### src/rtl/addsub_overflow_acc.sv
// Signed add/subtract accumulator with carry, overflow, sticky overflow and a saturating
// overflow-event counter. Define ADDSUB_SATURATE_EN to clamp ACC on overflow instead of wrapping.
module addsub_overflow_acc #(
    parameter int WIDTH     = 8,
    parameter int CNT_WIDTH = 4
) (
    input  logic                 CLK,
    input  logic                 RST,
    input  logic                 IN_VALID,
    input  logic [1:0]           OP,
    input  logic [WIDTH-1:0]     D,
    output logic [WIDTH-1:0]     ACC,
    output logic                 CO,
    output logic                 OVF,
    output logic                 OVF_STICKY,
    output logic [CNT_WIDTH-1:0] OVF_CNT,
    output logic                 OUT_VALID
);

    typedef enum logic [1:0] {
        OP_LOAD  = 2'b00,
        OP_ADD   = 2'b01,
        OP_SUB   = 2'b10,
        OP_CLEAR = 2'b11
    } op_e;

    logic [WIDTH-1:0]     acc_q, acc_d;
    logic                 co_q, co_d;
    logic                 ovf_q, ovf_d;
    logic                 sticky_q, sticky_d;
    logic [CNT_WIDTH-1:0] cnt_q, cnt_d;
    logic                 out_valid_q, out_valid_d;

    logic [WIDTH-1:0]     operand;
    logic [WIDTH:0]       raw;
    logic                 op_ovf;

`ifdef ADDSUB_SATURATE_EN
    localparam logic [WIDTH-1:0] SAT_MAX = {1'b0, {(WIDTH-1){1'b1}}};
    localparam logic [WIDTH-1:0] SAT_MIN = {1'b1, {(WIDTH-1){1'b0}}};
`endif

    // SUB shares the adder as ACC + ~D + 1, so CO=1 on SUB means "no borrow".
    always_comb begin
        operand = (op_e'(OP) == OP_SUB) ? ~D : D;
        raw     = {1'b0, acc_q} + {1'b0, operand}
                + {{WIDTH{1'b0}}, (op_e'(OP) == OP_SUB)};
        // Overflow iff both adder inputs share a sign and the result sign flips away from it.
        op_ovf  = (acc_q[WIDTH-1] == operand[WIDTH-1]) && (raw[WIDTH-1] != acc_q[WIDTH-1]);
    end

    // Valid/ready: no ready exists; every cycle with IN_VALID=1 is one accepted operation,
    // and OUT_VALID pulses in the cycle after acceptance.
    always_comb begin
        acc_d       = acc_q;
        co_d        = co_q;
        ovf_d       = ovf_q;
        sticky_d    = sticky_q;
        cnt_d       = cnt_q;
        out_valid_d = IN_VALID;
        if (IN_VALID) begin
            case (op_e'(OP))
                OP_LOAD: begin
                    acc_d = D;
                    co_d  = 1'b0;
                    ovf_d = 1'b0;
                end
                OP_ADD, OP_SUB: begin
`ifdef ADDSUB_SATURATE_EN
                    // On overflow the true result carries ACC's sign.
                    if (op_ovf) acc_d = acc_q[WIDTH-1] ? SAT_MIN : SAT_MAX;
                    else        acc_d = raw[WIDTH-1:0];
`else
                    acc_d = raw[WIDTH-1:0];
`endif
                    co_d  = raw[WIDTH];
                    ovf_d = op_ovf;
                    if (op_ovf) begin
                        sticky_d = 1'b1;
                        if (cnt_q != {CNT_WIDTH{1'b1}}) cnt_d = cnt_q + {{(CNT_WIDTH-1){1'b0}}, 1'b1};
                    end
                end
                default: begin
                    acc_d    = '0;
                    co_d     = 1'b0;
                    ovf_d    = 1'b0;
                    sticky_d = 1'b0;
                    cnt_d    = '0;
                end
            endcase
        end
    end

    always_ff @(posedge CLK) begin
        if (RST) begin
            acc_q       <= '0;
            co_q        <= 1'b0;
            ovf_q       <= 1'b0;
            sticky_q    <= 1'b0;
            cnt_q       <= '0;
            out_valid_q <= 1'b0;
        end else begin
            acc_q       <= acc_d;
            co_q        <= co_d;
            ovf_q       <= ovf_d;
            sticky_q    <= sticky_d;
            cnt_q       <= cnt_d;
            out_valid_q <= out_valid_d;
        end
    end

    assign ACC        = acc_q;
    assign CO         = co_q;
    assign OVF        = ovf_q;
    assign OVF_STICKY = sticky_q;
    assign OVF_CNT    = cnt_q;
    assign OUT_VALID  = out_valid_q;

endmodule
### config.mk
export PLATFORM = sky130hd
export DESIGN_NAME = addsub_overflow_acc
export DESIGN_NICKNAME = d
export VERILOG_FILES = /design/src/rtl/addsub_overflow_acc.sv
export SDC_FILE = /design/constraint.sdc
export NUM_CORES = 1
export LEC_CHECK = 0
export BUFFER_PORTS_ARGS = -buffer_cell sky130_fd_sc_hd__buf_4
export CORE_MARGIN = 3
export CORE_UTILIZATION = 50
export CTS_BUF_LIST = sky130_fd_sc_hd__clkbuf_8
export DETAILED_ROUTE_END_ITERATION = 8
export PLACE_DENSITY = 0.85
export SYNTH_ARGS = -nofsm -noshare
export SYNTH_HDL_FRONTEND = slang
export SYNTH_SLANG_ARGS = --single-unit
### constraint.sdc
create_clock -name CLK -period 2.5 [get_ports CLK]
set_input_delay 0.25 -clock CLK [delete_from_list [all_inputs] [get_ports CLK]]
set_output_delay 0.25 -clock CLK [all_outputs]
set_load 0.05 [all_outputs]
== Word-level counts from Yosys, hierarchy flattened ==
Index checks and enable logic that the tools add are counted.
Word-level totals
  bits in registers: 16
  input bits: 13
  output and inout port bits: 16
  logic and storage cells: 32
Operators by class
  add/subtract/negate cells: 3
  equal/unequal tests: 7
  mux-type cells: 9
  bitwise gates (word level): 2
  reductions and logical operators: 5
Operator list (count)
  $pmux 8 s2: 1
  $add 8x8->9: 1
  $add 9x1->9: 1
  $mux 4: 2
  $mux 8: 1
  $not 8->8: 1
  $pmux 4 s2: 1
  $add 4x1->4 const B: 1
  $ne 2x2->1 const B: 2
  $ne 4x4->1 const B: 1
  $reduce_and 4->1: 1
  $mux 1: 3
  $reduce_and 3->1: 1
  $eq 2x1->1 const B: 1
  $eq 2x2->1 const B: 1
  $logic_not 2->1: 1
  $pmux 1 s2: 1
  $reduce_or 2->1: 1
  $eq 1x1->1: 1
  $logic_and 1x1->1: 1
  $ne 1x1->1: 1
  $not 1->1: 1

== Logic depth before layout (Yosys ltp) ==
  word-level depth: 8
  depth in mapped cells: 12
  mapped depth without buffers: 10

== Least setup slack after synthesis ==
OpenSTA, ideal clock, no wires.
  path kind: input port to flip-flop
  start point: input port OP[0]
  end point: register cnt_q[0] (netlist: OVF_CNT[0])
  library setup time: 0.074 ns
  arrival: 2.595 ns
  required time: 2.426 ns
  slack: -0.169 ns
  cell stages on the path: 12
  buffers on the path: 2
  cell sequence: inv_1 -> ha_1 -> buf_6 -> xor2_1 -> ha_1 -> a211o_1 -> a211oi_2 -> a31oi_1 -> and4_1 -> buf_6 -> or4b_1 -> a31oi_1
Between the ends
  longest elaborated chain between the ends: 8
  elaborated cells between the ends (all ways): 15
  classes of those cells: add/sub (2); eq/ne (6); mux (2); bitwise (1); reduce/logical (4)
Ends and longest elaborated chain
  from (decl): RTL line 10  | input logic [1:0] OP,
  $eq 2x2->1: RTL line 45, 47, 62
  $mux 8: RTL line 45  | operand = (op_e'(OP) == OP_SUB) ? ~D : D;
  $add 8x8->9: RTL line 46  | raw = {1'b0, acc_q} + {1'b0, operand}
  $add 9x1->9: RTL line 47  | + {{WIDTH{1'b0}}, (op_e'(OP) == OP_SUB)};
  $ne 1x1->1: RTL line 49  | op_ovf = (acc_q[WIDTH-1] == operand[WIDTH-1]) && (raw[WIDTH-1] != acc_q[WIDTH-1]);
  $logic_and 1x1->1: RTL line 49
  $ne 2x2->1 (no source line)
  $reduce_and 4->1 (no source line)
  to (signal assigned): RTL line 107  | cnt_q <= cnt_d;
  to (decl): RTL line 31  | logic [CNT_WIDTH-1:0] cnt_q, cnt_d;
Parallel ways exist; a longest one is shown, timed or not.
A chain may end at the register's enable or synchronous reset.

== Worst setup path after layout ==
Ends and elaborated chain as after synthesis.

==> flow_results.org <==
** Finish
- Final nets :: 215
- In the final layout, the multi-input gates occupy 906 µm².
- Design area :: 1670 µm²
- 0 antenna diodes ended up in the layout.
- Final instance count without filler cells :: 216
- In the final layout, flip-flops and latches occupy 322 µm².
- Utilization of the core after routing :: 72.1%
- Compared with the post-synthesis result, the final layout area differs by 31.4%.
- Of the cells placed in the final design, the portion with a size suffix greater than 1 is 31.9%.
- FILL cells :: 180

** Placement
- Count of input and output buffers :: 28
- Summing all placed instances gives a cell area of 1610 µm².
- Post-detail-place hpwl :: 2500 µm
- Routability-driven placement finished with a final weighted congestion of 0.867.
- Cell Count Post-Placement :: 212

** Clock tree
- In this run the clock root is driven by a sky130_fd_sc_hd__clkbuf_8.
- Post_cts resized :: 0
- The number of clock buffers added by TritonCTS is 3.
- Clock transition at the registers of the reported paths :: 0.08 ns
- For this design, the CTS-stage hold fixing added 0 buffers.
- TritonCTS built the clock tree.
- The clock drives 16 sinks.
- Setup repair bufs after CTS :: 0
- Number of H-tree branching levels :: 1
- Counting along the longest clock path gives a buffer depth of 2.
- Clock insertion delay at the later pin of the skew report :: 0.27 ns

** GRT
- Summed over all layers, the global routing overflow is 0.
- Initial antenna violation count :: 0
- The first global-routing pass estimated 5740 µm of wire.
- Global-route usage over all layers :: 22.6%
- Largest net degree at the start of global routing :: 18
- Via count of the first global-routing pass :: 1312

** Synth
- After Yosys synthesis, and, or, nand and nor cells account for 19.5% of the synthesized area.
- After synthesis, the share of flip-flops with an asynchronous set or reset is 0%.
- Number of warnings printed during yosys synthesis :: 0
- Main area contributors after synthesis :: sky130_fd_sc_hd__dfxtp_1 25%, sky130_fd_sc_hd__ha_1 12%, sky130_fd_sc_hd__xor2_1 7.6%
- Post-synth EDFFs :: 0
- The synthesized design contains 16 register bits.
- Compound-Gate Fraction of Synth Area :: 27.2%
- Proportion of synthesized chip area in sequential cells :: 25.2%
- Synth Area per Inst :: 8.66 µm²
- By area, the combinational part of the netlist is dominated by compound AO/OA/AOI/OAI gates.
- Summed over all instances, the cell type with the most area after synthesis is sky130_fd_sc_hd__dfxtp_1.
- The cell area that synthesis handed to floorplanning was 1270 µm².
- Commonest register cell after synthesis :: sky130_fd_sc_hd__dfxtp_1
- Synthesized instance count :: 147
- Post-synthesis share of cell area spent on xor and xnor gates :: 8.26%
- Area share of the largest cell type after synthesis :: 25.2%
- Number of library cell types mapped by synthesis :: 48
- Adder and majority gate portion of the synthesized area :: 13.4%
- After synthesis, the share of cell area in mux cells is 1.18%.
- Post-synth net total :: 173

** Worst setup path
- Critical path peak fanout :: 8
- Most frequent cell on the critical path :: sky130_fd_sc_hd__a31oi_1
- Walking the worst path, the cells encountered are buf_4, inv_12, ha_4, xor2_2, ha_1, or3b_1, a211oi_2, a31oi_1, and4_1, or4b_1, a31oi_1.
- Critical Path Start Type :: input port
- Worst path arrival time :: 2.66 ns
- Max stage delay on crit path :: 0.52 ns
- On the critical path, the stage with the largest delay is an instance of sky130_fd_sc_hd__or4b_1.
- STA puts the critical path data required time at 2.70 ns.
- Element type at the critical path end :: register
- The number of buffers and inverters on the critical path is 2.
- Worst Setup Path Type :: input port to register
- Delay-heaviest family, CP :: simple AND/OR/NAND/NOR gates

** Power and ir drop
- Cell Int Power :: 567 µW
- Portion of total power attributed to the clock network :: 27.8%
- Leakage power :: 0.823 nW
- Part of the total power dissipated in sequential elements :: 31.4%
- In this run switching power makes up 36.7% of total power.
- Summed over all nets, the switching power comes to 329 µW.
- Proportion of power drawn by combinational gates :: 40.8%
- Across the VDD grid, the largest voltage drop is 0.000529 V.
- Power density relative to cell area :: 537 nW/µm²

** Floorplan
- Height of the die :: 56.4 µm
- The die covers 3190 µm².
- The floorplan has 17 rows.
- Top Ports :: 29
- Placeable core region :: 2320 µm²
- Width of the chip :: 56.4 µm
- Initial cell density of the core :: 54.9%

** Timing
- The count of final hold-check violations came to 0.
- The worst path uses 98.4% of the clock period.
- Maximum frequency from static timing analysis :: 0.407 GHz
- For the final database, setup skew stands at 0.00871 ns.
- Worst Max-Slew Pin Slew :: 0.399 ns
- Setup violations remaining at the end of the flow were counted as 0.
- The worst path needs 2.46 ns of the cycle, external delays included.
- The final number of max-transition violations came to 0.
- Worst slew margin :: 73.4%

** Detailed routing
- Count of TritonRoute iterations in the first routing pass :: 4
- In this run, the number of DRC markers left after iteration 0 of detailed routing was 34.
- Total routed wirelength :: 3530 µm
- Routed Antenna Nets :: 0
- After detailed routing, the number of remaining DRC violations is 0.
- For this block, the via count after detailed routing is 1306.
- Routed via count divided by cell count :: 6.05
- Dividing the detail-routed wire length by the instance count gives 16.3 µm.

** Job
- Max-cap violations in this run came to 0.

** Status
- The run finished with clean final reports.

** Worst hold path
- Hold Crit Class :: input port to register
## Yosys cell counts, types with 2 or more instances
library cell,n
sky130_fd_sc_hd__nand2b_1,3
sky130_fd_sc_hd__o21ai_0,3
sky130_fd_sc_hd__o21a_1,2
sky130_fd_sc_hd__nor2b_1,2
sky130_fd_sc_hd__nor3_1,2
sky130_fd_sc_hd__o21bai_1,2
sky130_fd_sc_hd__nand2_1,8
sky130_fd_sc_hd__nand3_1,2
sky130_fd_sc_hd__a31oi_1,2
sky130_fd_sc_hd__dfxtp_1,16
sky130_fd_sc_hd__a31o_2,2
sky130_fd_sc_hd__clkbuf_1,2
sky130_fd_sc_hd__inv_1,5
sky130_fd_sc_hd__a21oi_1,15
sky130_fd_sc_hd__nor2_1,15
sky130_fd_sc_hd__a221oi_1,3
sky130_fd_sc_hd__xor2_1,11
sky130_fd_sc_hd__buf_6,3
sky130_fd_sc_hd__a22oi_1,4
sky130_fd_sc_hd__ha_1,12
sky130_fd_sc_hd__and3_1,6
## layout by cell type, fill, tap and decap left out, types with 3 or more instances in the layout
cell type                   n
sky130_fd_sc_hd__buf_4     43
sky130_fd_sc_hd__dfxtp_1   15
sky130_fd_sc_hd__nor2_1    15
sky130_fd_sc_hd__a21oi_1   15
sky130_fd_sc_hd__ha_1      11
sky130_fd_sc_hd__xor2_1    10
sky130_fd_sc_hd__nand2_1    8
sky130_fd_sc_hd__and3_1     6
sky130_fd_sc_hd__inv_1      4
sky130_fd_sc_hd__a22oi_1    4
sky130_fd_sc_hd__clkbuf_8   4
sky130_fd_sc_hd__nand2b_1   3
sky130_fd_sc_hd__o21ai_0    3
sky130_fd_sc_hd__a221oi_1   3
## power by group through the flow
stage	logic [mW]	registers, mW	clock network (mW)
3_3_place_gp	0.340	0.286	0
5_1_grt	0.393	0.284	0.256
4_1_cts	0.358	0.282	0.246
2_1_floorplan	0.190	0.332	0
3_5_place_dp	0.353	0.287	0
6_report	0.365	0.282	0.249
## cell type report
type / count / share of cell area [%]
timing repair buffer: 43 / 19.3
tap: 28 / 2.10
inverter: 5 / 1.87
multi-input combinational: 120 / 54.2
sequential: 16 / 19.2
clock buffer: 4 / 3.29
## path summary, 6_finish.rpt
| check | startpoint | endpoint | slack [ns] | cells after the start |
|---|---|---|---|---|
| worst max-delay path | OP[0] | OVF_CNT[0]$_SDFFE_PP0P_ | 0.04 | 11 |
| worst min-delay path | RST | OUT_VALID$_SDFF_PP0_ | 0.29 | 2 |
| worst max register to register | ACC[6]$_SDFFE_PP0P_ | OVF_CNT[0]$_SDFFE_PP0P_ | 0.27 | 7 |
| worst min register to register | OVF_STICKY$_SDFFE_PP0P_ | OVF_STICKY$_SDFFE_PP0P_ | 0.47 | 1 |
## through the flow
step                power, mW  worst slack [ns]  hold WS (ns)  setup TNS (ns)
finish                  0.897            0.0412         0.290               0
detailed placement      0.640            -0.190         0.458          -0.601
global route            0.933           -0.0200         0.293         -0.0231
CTS                     0.886            0.0415         0.284               0
floorplan               0.522           -0.0914         0.322         -0.0914
global placement        0.627           -0.0674         0.456          -0.131
## routing by layer
layer	track usage, %	part of all wire, %	vias up
met1	24.1	40	624
met3	6.67	6.8	11
met2	40.8	51	47
li1	-	-	624
met5	0	0	-
met4	9.15	2.1	0
## sequential cells by signal, summed over array words and instances, names as in the netlist
name,count
ACC,8
OVF,1
CO,1
OUT_VALID,1
OVF_CNT,4
OVF_STICKY,1
## kinds of logic (layout without fill, tap and decap cells)
kind of cell    count (synthesis)  in the layout
flops                          16             16
mux                             1              1
buf+inv                        11             52
simple gates                   47             47
fa+ha+maj                      13             13
compound gates                 47             47
xor+xnor                       12             12
(Power assumes the default switching activity.)
